==> config.mk <==
export PLATFORM = sky130hd
export DESIGN_NAME = serial_adder_flat
export DESIGN_NICKNAME = d
export VERILOG_FILES = /design/src/rtl/serial_adder_pkg.sv /design/src/rtl/serial_adder_if.sv /design/src/rtl/full_adder.sv /design/src/rtl/serial_adder.sv /design/src/flat_wrapper.sv
export SDC_FILE = /design/constraint.sdc
export NUM_CORES = 1
export LEC_CHECK = 0
export CAP_MARGIN = 15
export CORE_MARGIN = 5
export CORE_UTILIZATION = 54
export CTS_CLUSTER_DIAMETER = 120
export CTS_CLUSTER_SIZE = 40
export DETAILED_ROUTE_END_ITERATION = 6
export PLACE_DENSITY = 0.85
export SYNTH_ARGS = -nofsm -noshare
export SYNTH_HDL_FRONTEND = slang
export SYNTH_SLANG_ARGS = --single-unit
==> constraint.sdc <==
create_clock -name clk_i -period 2.85 [get_ports clk_i]
set_input_delay 0.285 -clock clk_i [delete_from_list [all_inputs] [get_ports clk_i]]
set_output_delay 0.285 -clock clk_i [all_outputs]
set_load 0.03 [all_outputs]
==> src/rtl/serial_adder_pkg.sv <==
// Shared constants for the bit-serial adder: FSM encodings, default width and
// the bit-counter sizing helper.
package serial_adder_pkg;

  localparam logic [1:0] ST_IDLE = 2'd0;
  localparam logic [1:0] ST_RUN  = 2'd1;
  localparam logic [1:0] ST_DONE = 2'd2;

  localparam int unsigned DEFAULT_WIDTH = 8;

  // Counter only needs to reach WIDTH-1, but never narrower than one bit.
  function automatic int unsigned cnt_width(input int unsigned w);
    return (w > 32'd1) ? 32'($clog2(w)) : 32'd1;
  endfunction

endpackage

==> src/rtl/serial_adder_if.sv <==
// Request/result bundle of the serial adder; master issues operands, slave
// returns the registered sum.
interface serial_adder_if #(
  parameter int unsigned WIDTH = serial_adder_pkg::DEFAULT_WIDTH
);
  logic             start_i;
  logic [WIDTH-1:0] A_i;
  logic [WIDTH-1:0] B_i;
  logic             C_i;
  logic             busy_o;
  logic             done_o;
  logic [WIDTH-1:0] S_o;
  logic             C_o;

  modport master (
    output start_i, A_i, B_i, C_i,
    input  busy_o, done_o, S_o, C_o
  );

  modport slave (
    input  start_i, A_i, B_i, C_i,
    output busy_o, done_o, S_o, C_o
  );
endinterface

==> src/rtl/full_adder.sv <==
// Single-bit combinational full adder cell reused by the serial adder.
module full_adder (
  input  logic A,
  input  logic B,
  input  logic C_i,
  output logic S_o,
  output logic C_o
);
  assign S_o = A ^ B ^ C_i;
  assign C_o = (A & B) | (C_i & (A ^ B));
endmodule

==> src/rtl/serial_adder.sv <==
// Bit-serial WIDTH-bit adder: one full_adder cell, LSB first, one bit per clock,
// result registered and held until the next completion.
module serial_adder
  import serial_adder_pkg::*;
#(
  parameter int unsigned WIDTH = DEFAULT_WIDTH
) (
  input  logic          clk_i,
  input  logic          rst_i,
  serial_adder_if.slave bus
);

  localparam int unsigned CNT_W = cnt_width(WIDTH);

  logic [1:0]       state;
  logic [1:0]       state_nxt;
  logic [CNT_W-1:0] cnt;
  logic [WIDTH-1:0] a_sr;
  logic [WIDTH-1:0] b_sr;
  logic [WIDTH-1:0] s_sr;
  logic [WIDTH-1:0] s_nxt;
  logic [WIDTH-1:0] sum_q;
  logic             carry;
  logic             carry_out_q;
  logic             busy_q;
  logic             done_q;
  logic             accept;
  logic             last_bit;
  logic             fa_s;
  logic             fa_c;

  full_adder u_fa (
    .A   (a_sr[0]),
    .B   (b_sr[0]),
    .C_i (carry),
    .S_o (fa_s),
    .C_o (fa_c)
  );

  // New sum bit enters at the MSB; after WIDTH shifts bit 0 sits at the LSB.
  assign s_nxt    = (s_sr >> 1) | (WIDTH'(fa_s) << (WIDTH - 1));
  assign last_bit = (cnt == CNT_W'(WIDTH - 1));

  // Next-state decode; start is only honoured outside RUN.
  always_comb begin
    state_nxt = state;
    accept    = 1'b0;
    case (state)
      ST_IDLE: begin
        if (bus.start_i) begin
          state_nxt = ST_RUN;
          accept    = 1'b1;
        end
      end
      ST_RUN: begin
        if (last_bit) begin
          state_nxt = ST_DONE;
        end
      end
      ST_DONE: begin
        if (bus.start_i) begin
          state_nxt = ST_RUN;
          accept    = 1'b1;
        end else begin
          state_nxt = ST_IDLE;
        end
      end
      default: state_nxt = ST_IDLE;
    endcase
  end

  always_ff @(posedge clk_i) begin
    if (rst_i) begin
      state       <= ST_IDLE;
      cnt         <= '0;
      a_sr        <= '0;
      b_sr        <= '0;
      s_sr        <= '0;
      carry       <= 1'b0;
      sum_q       <= '0;
      carry_out_q <= 1'b0;
      busy_q      <= 1'b0;
      done_q      <= 1'b0;
    end else begin
      state  <= state_nxt;
      busy_q <= (state_nxt == ST_RUN);
      done_q <= (state_nxt == ST_DONE);
      if (accept) begin
        a_sr  <= bus.A_i;
        b_sr  <= bus.B_i;
        carry <= bus.C_i;
        cnt   <= '0;
      end else if (state == ST_RUN) begin
        carry <= fa_c;
        s_sr  <= s_nxt;
        a_sr  <= a_sr >> 1;
        b_sr  <= b_sr >> 1;
        // Counter parks at WIDTH-1 rather than wrapping.
        if (last_bit) begin
          sum_q       <= s_nxt;
          carry_out_q <= fa_c;
        end else begin
          cnt <= cnt + CNT_W'(1);
        end
      end
    end
  end

  assign bus.busy_o = busy_q;
  assign bus.done_o = done_q;
  assign bus.S_o    = sum_q;
  assign bus.C_o    = carry_out_q;

endmodule

==> src/flat_wrapper.sv <==
// flat-port wrapper written by rule: the top's interface ports become plain ports
module serial_adder_flat import serial_adder_pkg::*;
#(
  parameter int unsigned WIDTH = DEFAULT_WIDTH
)
  (clk_i, rst_i, bus_start_i, bus_A_i, bus_B_i, bus_C_i, bus_busy_o, bus_done_o, bus_S_o, bus_C_o);
  serial_adder_if #(.WIDTH(WIDTH)) bus_i ();
  input  logic clk_i;
  input  logic rst_i;
  input wire logic [$bits(bus_i.start_i)-1:0] bus_start_i;
  input wire logic [$bits(bus_i.A_i)-1:0] bus_A_i;
  input wire logic [$bits(bus_i.B_i)-1:0] bus_B_i;
  input wire logic [$bits(bus_i.C_i)-1:0] bus_C_i;
  output wire logic [$bits(bus_i.busy_o)-1:0] bus_busy_o;
  output wire logic [$bits(bus_i.done_o)-1:0] bus_done_o;
  output wire logic [$bits(bus_i.S_o)-1:0] bus_S_o;
  output wire logic [$bits(bus_i.C_o)-1:0] bus_C_o;
  assign bus_i.start_i = bus_start_i;
  assign bus_i.A_i = bus_A_i;
  assign bus_i.B_i = bus_B_i;
  assign bus_i.C_i = bus_C_i;
  assign bus_busy_o = bus_i.busy_o;
  assign bus_done_o = bus_i.done_o;
  assign bus_S_o = bus_i.S_o;
  assign bus_C_o = bus_i.C_o;
  serial_adder #(.WIDTH(WIDTH)) u_core (.clk_i(clk_i), .rst_i(rst_i), .bus(bus_i));
endmodule
==> impl_metrics.tcl <==
set metrics [dict create \
    crit_fanout 17 \
    clockRootBuffer "clkbuf_4" \
    rsz0062_at_grt "no" \
    nFillCells 227 \
    cts_hold_buf 0 \
    p_sw_share_pct 25.3 \
    max_freq_mhz 575 \
    antenna_found_initial 0 \
    grt.total_usage_pct 16.4 \
    worst_setup_path_end_kind "flop" \
    die_h_um 64.1 \
    grt_pass1_wl_mm 5.51 \
    vias 1319 \
    drive_gt1_share_pct 5.71 \
    gp_congestion 0.745 \
    internal_power_mw 0.757 \
    htree_levels 2 \
    rr_startpoint "u_core.state[0]" \
    antenna_left 0 \
    rows 19 \
    port_buffers 30 \
    dr.pass1.iters 4 \
    grt_pass1_vias 1293 \
    area_delta_synth_final_pct 20.8 \
    final-setup-viol-count 0 \
    nNetsFinal 232 \
    worst_pin_slew_ns 0.934 \
    initial_core_util_pct 56.9 \
    floorplan.die.width_um 64.1 \
    dieArea_um2 4110 \
    synth_cell_type_count 20 \
    cts_sinks 40 \
    worstHoldStart "u_core.bus.S_o[7]" \
    fin_crit_ns 1.74 \
    powerDensity_nw_per_um2 530 \
    syn_nets 209 \
    syn_area_per_cell_um2 8.50 \
    p_sw_mw 0.256 \
    cts_tree "done" \
    cap_violations 0 \
    clock_path_buffers 2 \
    cts_buffers 5 \
    total_power_mw 1.01 \
    drv_slew 0 \
    grt-ovfl-total 0 \
    cts_setup_buffers 0 \
    io_pins 31 \
    synthCells 186 \
    start_kind "flop" \
    vdd_drop_max_v 0.000419 \
    ys_seq_area_share_pct 50.6 \
    ys_seq_elements 40 \
    wl_per_cell_um 12.5 \
    drt_wl_total_mm 3.02 \
    grt_max_degree 41 \
    hp-class "flop to flop" \
    power.leakage_nw 0.670 \
    ys_async_sr_fraction_pct 0 \
    timing_hold_violations_final 0 \
    p_seq_share_pct 59.2 \
    slew_headroom_pct 37.7 \
    netlist_top_cells_count "nand2_1 (48), dfxtp_1 (40), a21oi_1 (20), nor2_1 (17), nand3_1 (13)" \
    crit_type "flop to flop" \
    drc 0 \
    synthFlopType "dfxtp_1" \
    insertion_delay_ns 0.34 \
    fin_skew_ns 0.0105 \
    clkSlewWorstSetupHoldPaths_ns 0.11 \
    setup-tns-final_ns 0 \
    dp_hpwl_mm 2.13 \
    reg2reg_slack_ns 1.11 \
    status "complete, no violations" \
    cp-startpoint "u_core.state[0]" \
    yosysMostFrequentCell "nand2_1" \
    clockPowerShare_pct 29.0 \
    period_share_pct 61.0 \
    synth_top_cell_by_area "dfxtp_1" \
    required_ns 3.10 \
    syn_area_um2 1580 \
    cp.arrival_ns 1.99 \
    cts_resized 0 \
    pwr-share-comb_pct 11.8 \
    avgViaCountPerCell 5.47 \
    synthTopCellsByArea "dfxtp_1 (51%), nand2_1 (11%), a311oi_1 (6.6%)" \
    synth_edf_count 0 \
    ys_warn_count 0 \
    drtIter0Drc 58 \
    yosys.area.top_type_share_pct 50.6 \
    core_area_um2 2780 \
    diodes 0 \
]
metrics by stage:
| step | std cells | worst slack, ns | utilization [%] | hold slack, ns | instance area (µm²) |
|---|---|---|---|---|---|
| after global routing | 241 | 0.907 | 68.7 | 0.485 | 1910 |
| after global placement | 233 | 1.09 | 66.5 | 0.442 | 1850 |
| after detailed placement | 233 | 0.991 | 66.5 | 0.447 | 1850 |
| after floorplan | 186 | 1.45 | - | 0.421 | 1580 |
| final | 241 | 1.11 | 68.7 | 0.460 | 1910 |
| after CTS | 241 | 1.12 | 68.7 | 0.463 | 1910 |
routing by layer:
| metal | share of wire [%] | track usage, % |
|---|---|---|
| met2 | 47 | 27.0 |
| met4 | 1.9 | 6.11 |
| met3 | 4.6 | 4.38 |
| met5 | 0 | 0 |
| met1 | 47 | 20.7 |
critical path, cell delays in order, from the launching register on:
cell      delay (ns)
dfxtp_1         0.44
nor2b_2         0.54
buf_4           0.32
nand2_1         0.08
a311oi_1        0.27
kinds of logic (layout without fill, tap and decap cells):
group	count (synthesis)	in the layout	synth area share, %
AO/OA/AOI/OAI	35	35	14.4
XOR/XNOR	1	1	0.554
adder cells (fa/ha/maj)	3	3	2.85
buffers and inverters	16	40	5.62
flip-flops	40	40	50.6
multiplexers	3	3	1.90
AND/OR/NAND/NOR	88	88	24.1
state kept, by name, indices dropped and copies added, names as in the netlist:
| name | count |
|---|---|
| u_core.a_sr | 8 |
| u_core.b_sr | 8 |
| u_core.bus.C_o | 1 |
| u_core.bus.S_o | 8 |
| u_core.bus.busy_o | 1 |
| u_core.bus.done_o | 1 |
| u_core.carry | 1 |
| u_core.cnt | 3 |
| u_core.s_sr | 7 |
| u_core.state | 2 |
worst paths after layout:
check	end	depth (start not counted)
worst max-delay path	u_core.a_sr[5]	4
worst min-delay path	u_core.bus.S_o[7]	2
worst max register to register	u_core.a_sr[5]	4
worst min register to register	u_core.bus.S_o[7]	2
cells in the final DEF (no fill, tap or decap), drive strengths merged:
| cell | n |
|---|---|
| mux2i | 3 |
| clkdlybuf4s50 | 30 |
| nor3 | 4 |
| nand3b | 1 |
| nand3 | 13 |
| xnor2 | 1 |
| a21oi | 20 |
| ha | 2 |
| nand2 | 48 |
| nor2b | 2 |
| a311oi | 12 |
| nor3b | 1 |
| fa | 1 |
| nand2b | 2 |
| dfxtp | 40 |
| nor2 | 17 |
| a22oi | 3 |
| clkinv | 2 |
| clkbuf | 6 |
| buf | 2 |
power groups by stage:
| stage | Combinational, mW | Sequential (mW) | Clock (mW) |
|---|---|---|---|
| 2_1_floorplan | 0.0831 | 0.610 | 0 |
| 3_3_place_gp | 0.116 | 0.611 | 0 |
| 3_5_place_dp | 0.120 | 0.612 | 0 |
| 4_1_cts | 0.121 | 0.600 | 0.301 |
| 5_1_grt | 0.134 | 0.603 | 0.328 |
| 6_report | 0.120 | 0.600 | 0.294 |
layout make-up:
class | instances | area, µm² | area share [%]
Sequential cell | 40 | 801 | 41.9
Multi-Input combinational cell | 130 | 694 | 36.3
Timing Repair Buffer | 32 | 315 | 16.5
Clock buffer | 6 | 51.3 | 2.69
Tap cell | 31 | 38.8 | 2.03
Clock inverter | 2 | 10.0 | 0.524
No activity file was read; power rests on OpenSTA's default activity.
